<file path="config.mk">
export PLATFORM = sky130hd
export DESIGN_NAME = compare_run_detector
export DESIGN_NICKNAME = d
export VERILOG_FILES = /design/src/rtl/compare_run_detector_pkg.sv /design/src/rtl/compare_run_detector_magnitude_compare_core.sv /design/src/rtl/compare_run_detector.sv
export SDC_FILE = /design/constraint.sdc
export NUM_CORES = 1
export LEC_CHECK = 0
export CAP_MARGIN = 30
export CORE_AREA = 2 2 77 49
export CTS_BUF_LIST = sky130_fd_sc_hd__clkbuf_2 sky130_fd_sc_hd__clkbuf_4 sky130_fd_sc_hd__clkbuf_8
export CTS_CLUSTER_DIAMETER = 40
export DETAILED_ROUTE_END_ITERATION = 6
export DIE_AREA = 0 0 79 51
export HOLD_SLACK_MARGIN = 0.05
export PLACE_DENSITY = 0.7
export REMOVE_ABC_BUFFERS = 1
export SLEW_MARGIN = 20
export SYNTH_ARGS = -nofsm -noshare
export SYNTH_HDL_FRONTEND = slang
export SYNTH_SLANG_ARGS = --single-unit
</file>
<file path="constraint.sdc">
create_clock -name clk -period 1.9 [get_ports clk]
set_clock_uncertainty 0.15 [all_clocks]
set_input_delay 0.38 -clock clk [delete_from_list [all_inputs] [get_ports clk]]
set_output_delay 0.38 -clock clk [all_outputs]
set_load 0.02 [all_outputs]
</file>
<file path="src/rtl/compare_run_detector_pkg.sv">
// Shared definitions for the compare/run detector: verdict encodings,
// run-tracking FSM states and the saturating increment helper.
package compare_run_detector_pkg;

  localparam logic [1:0] VERDICT_NONE = 2'b00;
  localparam logic [1:0] VERDICT_AGT  = 2'b01;
  localparam logic [1:0] VERDICT_BGT  = 2'b10;
  localparam logic [1:0] VERDICT_EQ   = 2'b11;

  typedef enum logic [1:0] {
    ST_IDLE   = 2'd0,
    ST_RUN_A  = 2'd1,
    ST_RUN_B  = 2'd2,
    ST_RUN_EQ = 2'd3
  } run_state_t;

  // Increment that sticks at max_val instead of wrapping.
  function automatic logic [31:0] sat_inc(input logic [31:0] cnt, input logic [31:0] max_val);
    return (cnt >= max_val) ? max_val : cnt + 32'd1;
  endfunction

endpackage

</file>
<file path="src/rtl/compare_run_detector_magnitude_compare_core.sv">
// Combinational unsigned magnitude comparator with one-hot result.
module magnitude_compare_core #(
  parameter int WIDTH = 4
) (
  input  logic [WIDTH-1:0] a,
  input  logic [WIDTH-1:0] b,
  output logic             a_greater,
  output logic             equal,
  output logic             b_greater
);

  // Full-width unsigned comparison; exactly one output is high.
  always_comb begin
    a_greater = (a > b);
    equal     = (a == b);
    b_greater = (a < b);
  end

endmodule

</file>
<file path="src/rtl/compare_run_detector.sv">
// Two-stage streaming classifier: S1 captures operand pairs, S2 holds the
// verdict plus the length of the current run of identical verdicts.
module compare_run_detector
  import compare_run_detector_pkg::*;
#(
  parameter int WIDTH   = 4,
  parameter int RUN_LEN = 3,
  parameter int CNT_W   = 8
) (
  input  logic             clk,
  input  logic             rst,
  input  logic             in_valid,
  output logic             in_ready,
  input  logic [WIDTH-1:0] a,
  input  logic [WIDTH-1:0] b,
  output logic             out_valid,
  input  logic             out_ready,
  output logic [1:0]       verdict,
  output logic [CNT_W-1:0] run_count,
  output logic             streak_hit
);

  localparam logic [31:0]      CNT_MAX   = (32'd1 << CNT_W) - 32'd1;
  localparam logic [CNT_W-1:0] CNT_MAX_C = CNT_W'(CNT_MAX);
  localparam logic [CNT_W-1:0] RUN_LEN_C = CNT_W'(RUN_LEN);
  localparam logic [CNT_W-1:0] ONE_C     = CNT_W'(1);

  logic [WIDTH-1:0] r_a_p0;
  logic [WIDTH-1:0] r_b_p0;
  logic             r_vld_p0;

  logic             r_vld_p1;
  logic [1:0]       r_verdict_p1;
  logic [CNT_W-1:0] r_count_p1;
  logic             r_hit_p1;

  run_state_t       r_state;
  run_state_t       w_next_state;
  run_state_t       w_class_state;
  logic [1:0]       w_class_verdict;
  logic [CNT_W-1:0] w_inc;
  logic [CNT_W-1:0] w_next_count;
  logic             w_next_hit;
  logic             w_advance;
  logic             w_load;
  logic             w_a_gt;
  logic             w_eq;
  logic             w_b_gt;

  assign w_advance = !r_vld_p1 || out_ready;
  assign w_load    = w_advance && r_vld_p0;
  assign in_ready  = w_advance && !rst;

  magnitude_compare_core #(
    .WIDTH(WIDTH)
  ) u_cmp (
    .a         (r_a_p0),
    .b         (r_b_p0),
    .a_greater (w_a_gt),
    .equal     (w_eq),
    .b_greater (w_b_gt)
  );

  // Map the one-hot comparator result to a run class and its verdict code.
  always_comb begin
    w_class_state   = ST_RUN_EQ;
    w_class_verdict = VERDICT_EQ;
    if (w_a_gt) begin
      w_class_state   = ST_RUN_A;
      w_class_verdict = VERDICT_AGT;
    end else if (w_b_gt) begin
      w_class_state   = ST_RUN_B;
      w_class_verdict = VERDICT_BGT;
    end else if (!w_eq) begin
      w_class_state   = ST_RUN_EQ;
      w_class_verdict = VERDICT_EQ;
    end
  end

  assign w_inc = CNT_W'(sat_inc(32'(r_count_p1), CNT_MAX));

  // Run FSM next state: only a valid beat entering S2 extends or restarts a run.
  always_comb begin
    w_next_state = r_state;
    w_next_count = r_count_p1;
    w_next_hit   = 1'b0;
    if (w_load) begin
      if (r_state == w_class_state) begin
        w_next_count = w_inc;
        // A saturated counter stays equal to itself, so it cannot re-fire.
        w_next_hit   = (w_inc == RUN_LEN_C) && (r_count_p1 != CNT_MAX_C);
      end else begin
        w_next_state = w_class_state;
        w_next_count = ONE_C;
        w_next_hit   = (RUN_LEN_C == ONE_C);
      end
    end
  end

  // Run FSM state register.
  always_ff @(posedge clk) begin
    if (rst) begin
      r_state <= ST_IDLE;
    end else begin
      r_state <= w_next_state;
    end
  end

  // S1 capture: operands load on accept, a bubble is recorded otherwise.
  always_ff @(posedge clk) begin
    if (rst) begin
      r_vld_p0 <= 1'b0;
    end else if (w_advance) begin
      r_vld_p0 <= in_valid;
    end
    if (in_valid && in_ready) begin
      r_a_p0 <= a;
      r_b_p0 <= b;
    end
  end

  // ---- stage boundary S1 -> S2 ----
  // S2 output register: frozen under back-pressure, updated on every advance.
  always_ff @(posedge clk) begin
    if (rst) begin
      r_vld_p1     <= 1'b0;
      r_verdict_p1 <= VERDICT_NONE;
      r_count_p1   <= '0;
      r_hit_p1     <= 1'b0;
    end else if (w_advance) begin
      r_vld_p1 <= r_vld_p0;
      r_hit_p1 <= w_next_hit;
      if (r_vld_p0) begin
        r_verdict_p1 <= w_class_verdict;
        r_count_p1   <= w_next_count;
      end
    end
  end

  assign out_valid  = r_vld_p1;
  assign verdict    = r_verdict_p1;
  assign run_count  = r_count_p1;
  assign streak_hit = r_hit_p1;

endmodule
</file>
# [After elaboration in Yosys (flattened, before gate mapping)]
# Cells that the tools add are included.
[totals] word_cells=32 reg_bits=23 input_bits=12 output_inout_bits=13
[classes] n_reduce_logical=10 bitwise=1 muxes=6 n_addsub=1 n_eq_ne=3 order_cmp=3
[ops] cell="two-way mux 8 bit" count=2
[ops] cell="adder 8 x 1 -> 8 bit (second input constant)" count=1
[ops] cell="== test 8 x 2 -> 1 bit (second input constant)" count=1
[ops] cell="greater-or-equal comparator 8 bit (second input constant)" count=1
[ops] cell="inequality test 8 bit (second input constant)" count=1
[ops] cell="> comparator 4 bit" count=1
[ops] cell="logical AND 1 bit" count=4
[ops] cell="< comparator 4 bit" count=1
[ops] cell="AND reduction 2 bit" count=2
[ops] cell="two-way mux 1 bit" count=3
[ops] cell="AND reduction 3 bit" count=1
[ops] cell="== test 2 bit" count=1
[ops] cell="zero test 1 bit" count=2
[ops] cell="two-way mux 2 bit" count=1
[ops] cell="logical OR 1 bit" count=1
[ops] cell="inverter 1 bit" count=1

# [Depth between registers and ports, before layout]
[logic_depth] word_depth=6 mapped_depth=7 depth_no_buf=7

# [By module]
# A second synthesis with hierarchy kept.
[hier_totals] hier_cells=117 hier_area_um2=1148.6
[by_module_without_submodules] module="compare_run_detector" instances=1 seq_area_each_um2=540.5 area_each_um2=1019.7 cells_per_inst=101
[by_module_without_submodules] module="magnitude_compare_core" instances=1 seq_area_each_um2=0.0 area_each_um2=128.9 cells_per_inst=16

# [Least setup slack after synthesis]
# Ideal clock, no wire load.
[synth_timing] path_kind="reg2reg" start="reg r_a_p0[1]" end="reg r_count_p1[0], in the netlist run_count[0]" path_stages_with_launch=7 path_slack_ns=-0.165 synth_period_minus_slack_ns=2.065 setup_time_ns=0.120 t_arrival_ns=1.796 required_time_ns=1.630 n_path_buf=0 cell_sequence="edfxtp_1 ha_1 nor2b_4 o31ai_2 and4_2 nor3_2 o31a_1"
[synth_between] elab_chain_len=5 elab_cells_between_ends=6 classes_between="order compare: 2; eq/ne: 1; mux: 3"
[synth_lines] item="start, declared" line="compare_run_detector.sv:28" text="logic [WIDTH-1:0] r_a_p0;"
[synth_lines] item="start signal, assigned" line="compare_run_detector.sv:117" text="r_a_p0 <= a;"
[synth_lines] item="< comparator 4 bit" line="compare_run_detector_magnitude_compare_core.sv:16" text="b_greater = (a < b);"
[synth_lines] item="two-way mux 1 bit" line="compare_run_detector.sv:71" text="end else if (w_b_gt) begin"
[synth_lines] item="two-way mux 2 bit (*)" line="compare_run_detector.sv:68" text="if (w_a_gt) begin"
[synth_lines] item="== test 2 bit (*)" line="compare_run_detector.sv:88" text="if (r_state == w_class_state) begin"
[synth_lines] item="two-way mux 8 bit (*)" line="compare_run_detector.sv:88"
[synth_lines] item="end signal, assigned" line="compare_run_detector.sv:135" text="r_count_p1 <= w_next_count;"
[synth_lines] item="end, declared" line="compare_run_detector.sv:34" text="logic [CNT_W-1:0] r_count_p1;"
# Mark *: on every way between the ends. The rest lies on a longest branch, timed or not.
# A chain may end at the register's enable or synchronous reset.

# [Worst setup path after layout]
[layout_timing] start="reg r_a_p0[2]" end="reg r_count_p1[0], in the netlist run_count[0]"
# The elaborated chain is that of the path after synthesis.

==> key figures <==
Drt
  • Via density: between 4 and 5
  • DR vias: 953
  • Iter 0 DRT Violations: 30
  • Post-route DRC violation count: 0
  • ANT nets after route: 0
  • Total Wirelength: 2630 um
  • Drt pass-1 iters: 4
  • Avg WL per Cell: 13.5 um

GRT
  • Total gr overflow: 0
  • Largest net degree at the start of global routing: 17
  • Vias in the first global route: 948
  • First-pass GRT wire length: 4610 um
  • Antenna violations before repair: 0
  • Total track usage: 0.152

Power and ir drop
  • Clk network pwr share: 0.302
  • Fraction of power consumed by sequential logic: 0.535
  • Comb pwr share: 0.162
  • Pint: 758 uW
  • Leakage: approximately 0.00062 uW
  • Peak supply drop: 234 uV
  • Total Power: 1010 uW
  • Switching Fraction: 0.250
  • Switching power total: 253 uW
  • PD cells: 624 nW/um^2

Floorplan
  • Rows: 17
  • Core area: 3450 um^2
  • Chip width: 79 um
  • IO Count: 25
  • Die ar.: 4030 um^2
  • Initial Util: 0.326
  • Die Ht: between 50 and 60 um

Synthesis
  • Synth warn: 0
  • Largest cells by area after synthesis: dfxtp_1 27%, edfxtp_1 21%, ha_1 5.6%
  • Post-synthesis sequential area ratio: 0.481
  • Largest area contributor in the netlist: dfxtp_1
  • Synth unique cells: 33
  • Syn_area_per_cell: 10.1 um^2
  • Seq cells post-synth: 23
  • Synth top area share: 0.267
  • Synthesized area: 1120 um^2
  • Post-synth ARST share: 0
  • Synth Flop Type: dfxtp_1
  • Post-synth EDFFs: 8
  • Post-Synthesis Cells: 111

Timing
  • Final hold vios: 0
  • Fin crit period: 2140 ps
  • Final worst slack: -243 ps
  • Max Freq: 467 MHz
  • Final slew viol count: 0
  • Setup_tns: -1690 ps
  • RSZ-0062 raised after global routing: true
  • Rel. slew slack: 0.707
  • Hold Slack: 320 ps
  • # setup viols final: 9
  • Worst-Margin Slew: 439 ps
  • Final period util: 1.13

Clocking
  • Total CTS buffers: 3
  • CTS tree: built
  • Hold_buf cts: 0
  • CTS root buffer: clkbuf_8
  • H-tree Lvls: 1
  • Sink Count: 23
  • Clock buffer depth: 2
  • Clock transition at path regs: around 80 ps
  • Skew-Pair Late Insertion Delay: 270 ps

Final layout
  • Area delta synth->final: 44.0%
  • Share of layout cells above drive strength 1: 0.224
  • ANT cells: 0
  • Layout fillers: 324
  • Fin nets: 165

Worst setup path
  • Crit Path Class: reg -> reg
  • Crit path capture type: register
  • Crit path max fanout: 5
  • Critical Path Source Type: register
  • Critical Path AT: 2160 ps
  • WP data required: about 1900 ps

Placement
  • Final HPWL DP: 1930 um
  • GP Congestion: 0.889
  • Port Buf Inserts: 24
  • Pre-CTS setup slack: -318 ps

Hold path
  • Min-delay worst type: reg -> reg

Status
  • Status: finished with violations
  • Violated checks: negative setup slack

Flow run
  • MaxCap Viol Count: 0
-- synth_stat cells, types with 2 or more instances --
library cell / n
nand3_1: 5
and4_2: 2
dfxtp_1: 15
a211oi_1: 2
mux2i_1: 2
inv_1: 7
nor2_1: 11
edfxtp_1: 8
clkbuf_1: 3
nor4b_1: 2
nor3_1: 6
nand2_1: 10
nor4_1: 5
and2_1: 2
nand3b_1: 3
a21oi_1: 5
ha_1: 5
o21a_1: 3
-- final cells by class --
type | count | area (um^2) | area share
Inverter | 7 | 26.3 | 0.0162
Clock buffer | 3 | 41.3 | 0.0255
Multi-Input combinational cell | 78 | 622 | 0.384
Clock inverter | 1 | 7.51 | 0.00463
Tap cell | 47 | 58.8 | 0.0363
Sequential cell | 23 | 541 | 0.334
Timing Repair Buffer | 35 | 324 | 0.200
-- critical path, cell delays in order, from the launching register on --
cell	delay, ps
edfxtp_1	420
ha_4	290
o21a_1	170
o31ai_4	110
a2111oi_4	340
buf_4	190
nor3_2	70
o31a_1	290
-- cells in the final DEF (no fill, tap or decap), types with 2 or more instances in the layout --
cell / count
nor3_1: 3
nor2_1: 11
edfxtp_1: 8
clkdlybuf4s50_1: 19
dfxtp_1: 15
nor4b_1: 2
nor4_1: 3
and2_1: 2
a211oi_1: 2
and4_4: 2
nand3b_1: 3
clkbuf_8: 3
a21oi_1: 3
nor3_2: 4
o21a_1: 3
dlymetal6s2s_1: 3
buf_4: 11
inv_1: 7
nand2_1: 10
mux2i_1: 2
ha_1: 4
nand3_1: 5
nor4_4: 2
-- path summary, 6_finish.rpt --
path	to	cells after the start	slack (ps)	from
hold / removal	verdict[1]	1	320	verdict[1]
setup reg to reg	run_count[0]	7	-240	r_a_p0[2]
hold reg to reg	verdict[1]	1	320	verdict[1]
setup / recovery	run_count[0]	7	-240	r_a_p0[2]
-- sequential cells by signal, indices dropped and copies added (netlist names) --
name,cells
r_a_p0,4
streak_hit,1
run_count,8
verdict,2
r_state,2
out_valid,1
r_vld_p0,1
r_b_p0,4
-- timing repair --
| item | CTS | global route |
|---|---|---|
| endpoints found under the setup margin | 11 | 15 |
| buffers inserted | 4 | 0 |
| gates resized for setup | 10 | 10 |
| pin swaps | 6 | 7 |
| hold endpoints to repair | 0 | 0 |
-- logic make-up after synthesis --
| group | Yosys count | synth area share |
|---|---|---|
| AO/OA/AOI/OAI | 17 | 0.130 |
| XOR/XNOR | 1 | 0.00779 |
| adder cells (fa/ha/maj) | 5 | 0.0556 |
| buffers and inverters | 10 | 0.0334 |
| flip-flops | 23 | 0.481 |
| multiplexers | 2 | 0.0178 |
| AND/OR/NAND/NOR | 53 | 0.275 |
-- per-layer routing --
layer  up-vias  GRT usage  part of all wire
met5         -          0                 0
met4         0     0.0661             0.018
met3         4     0.0406             0.051
met2        25      0.250              0.50
met1       444      0.190              0.43
li1        480          -                 -
-- power groups by stage --
stage / registers, uW / logic [uW] / clock network (uW)
2_1_floorplan: 557 / 68.8 / 0
3_3_place_gp: 551 / 140 / 0
3_5_place_dp: 553 / 146 / 0
4_1_cts: 541 / 160 / 318
5_1_grt: 544 / 179 / 336
6_report: 541 / 164 / 306
-- metrics by stage --
step	util	cell area, um^2	std cells
after global placement	0.427	1470	187
final	0.470	1620	194
after detailed placement	0.427	1470	187
after floorplan	-	1110	108
after CTS	0.460	1590	194
after global routing	0.470	1620	194
No activity file was read; power rests on OpenSTA's default activity.
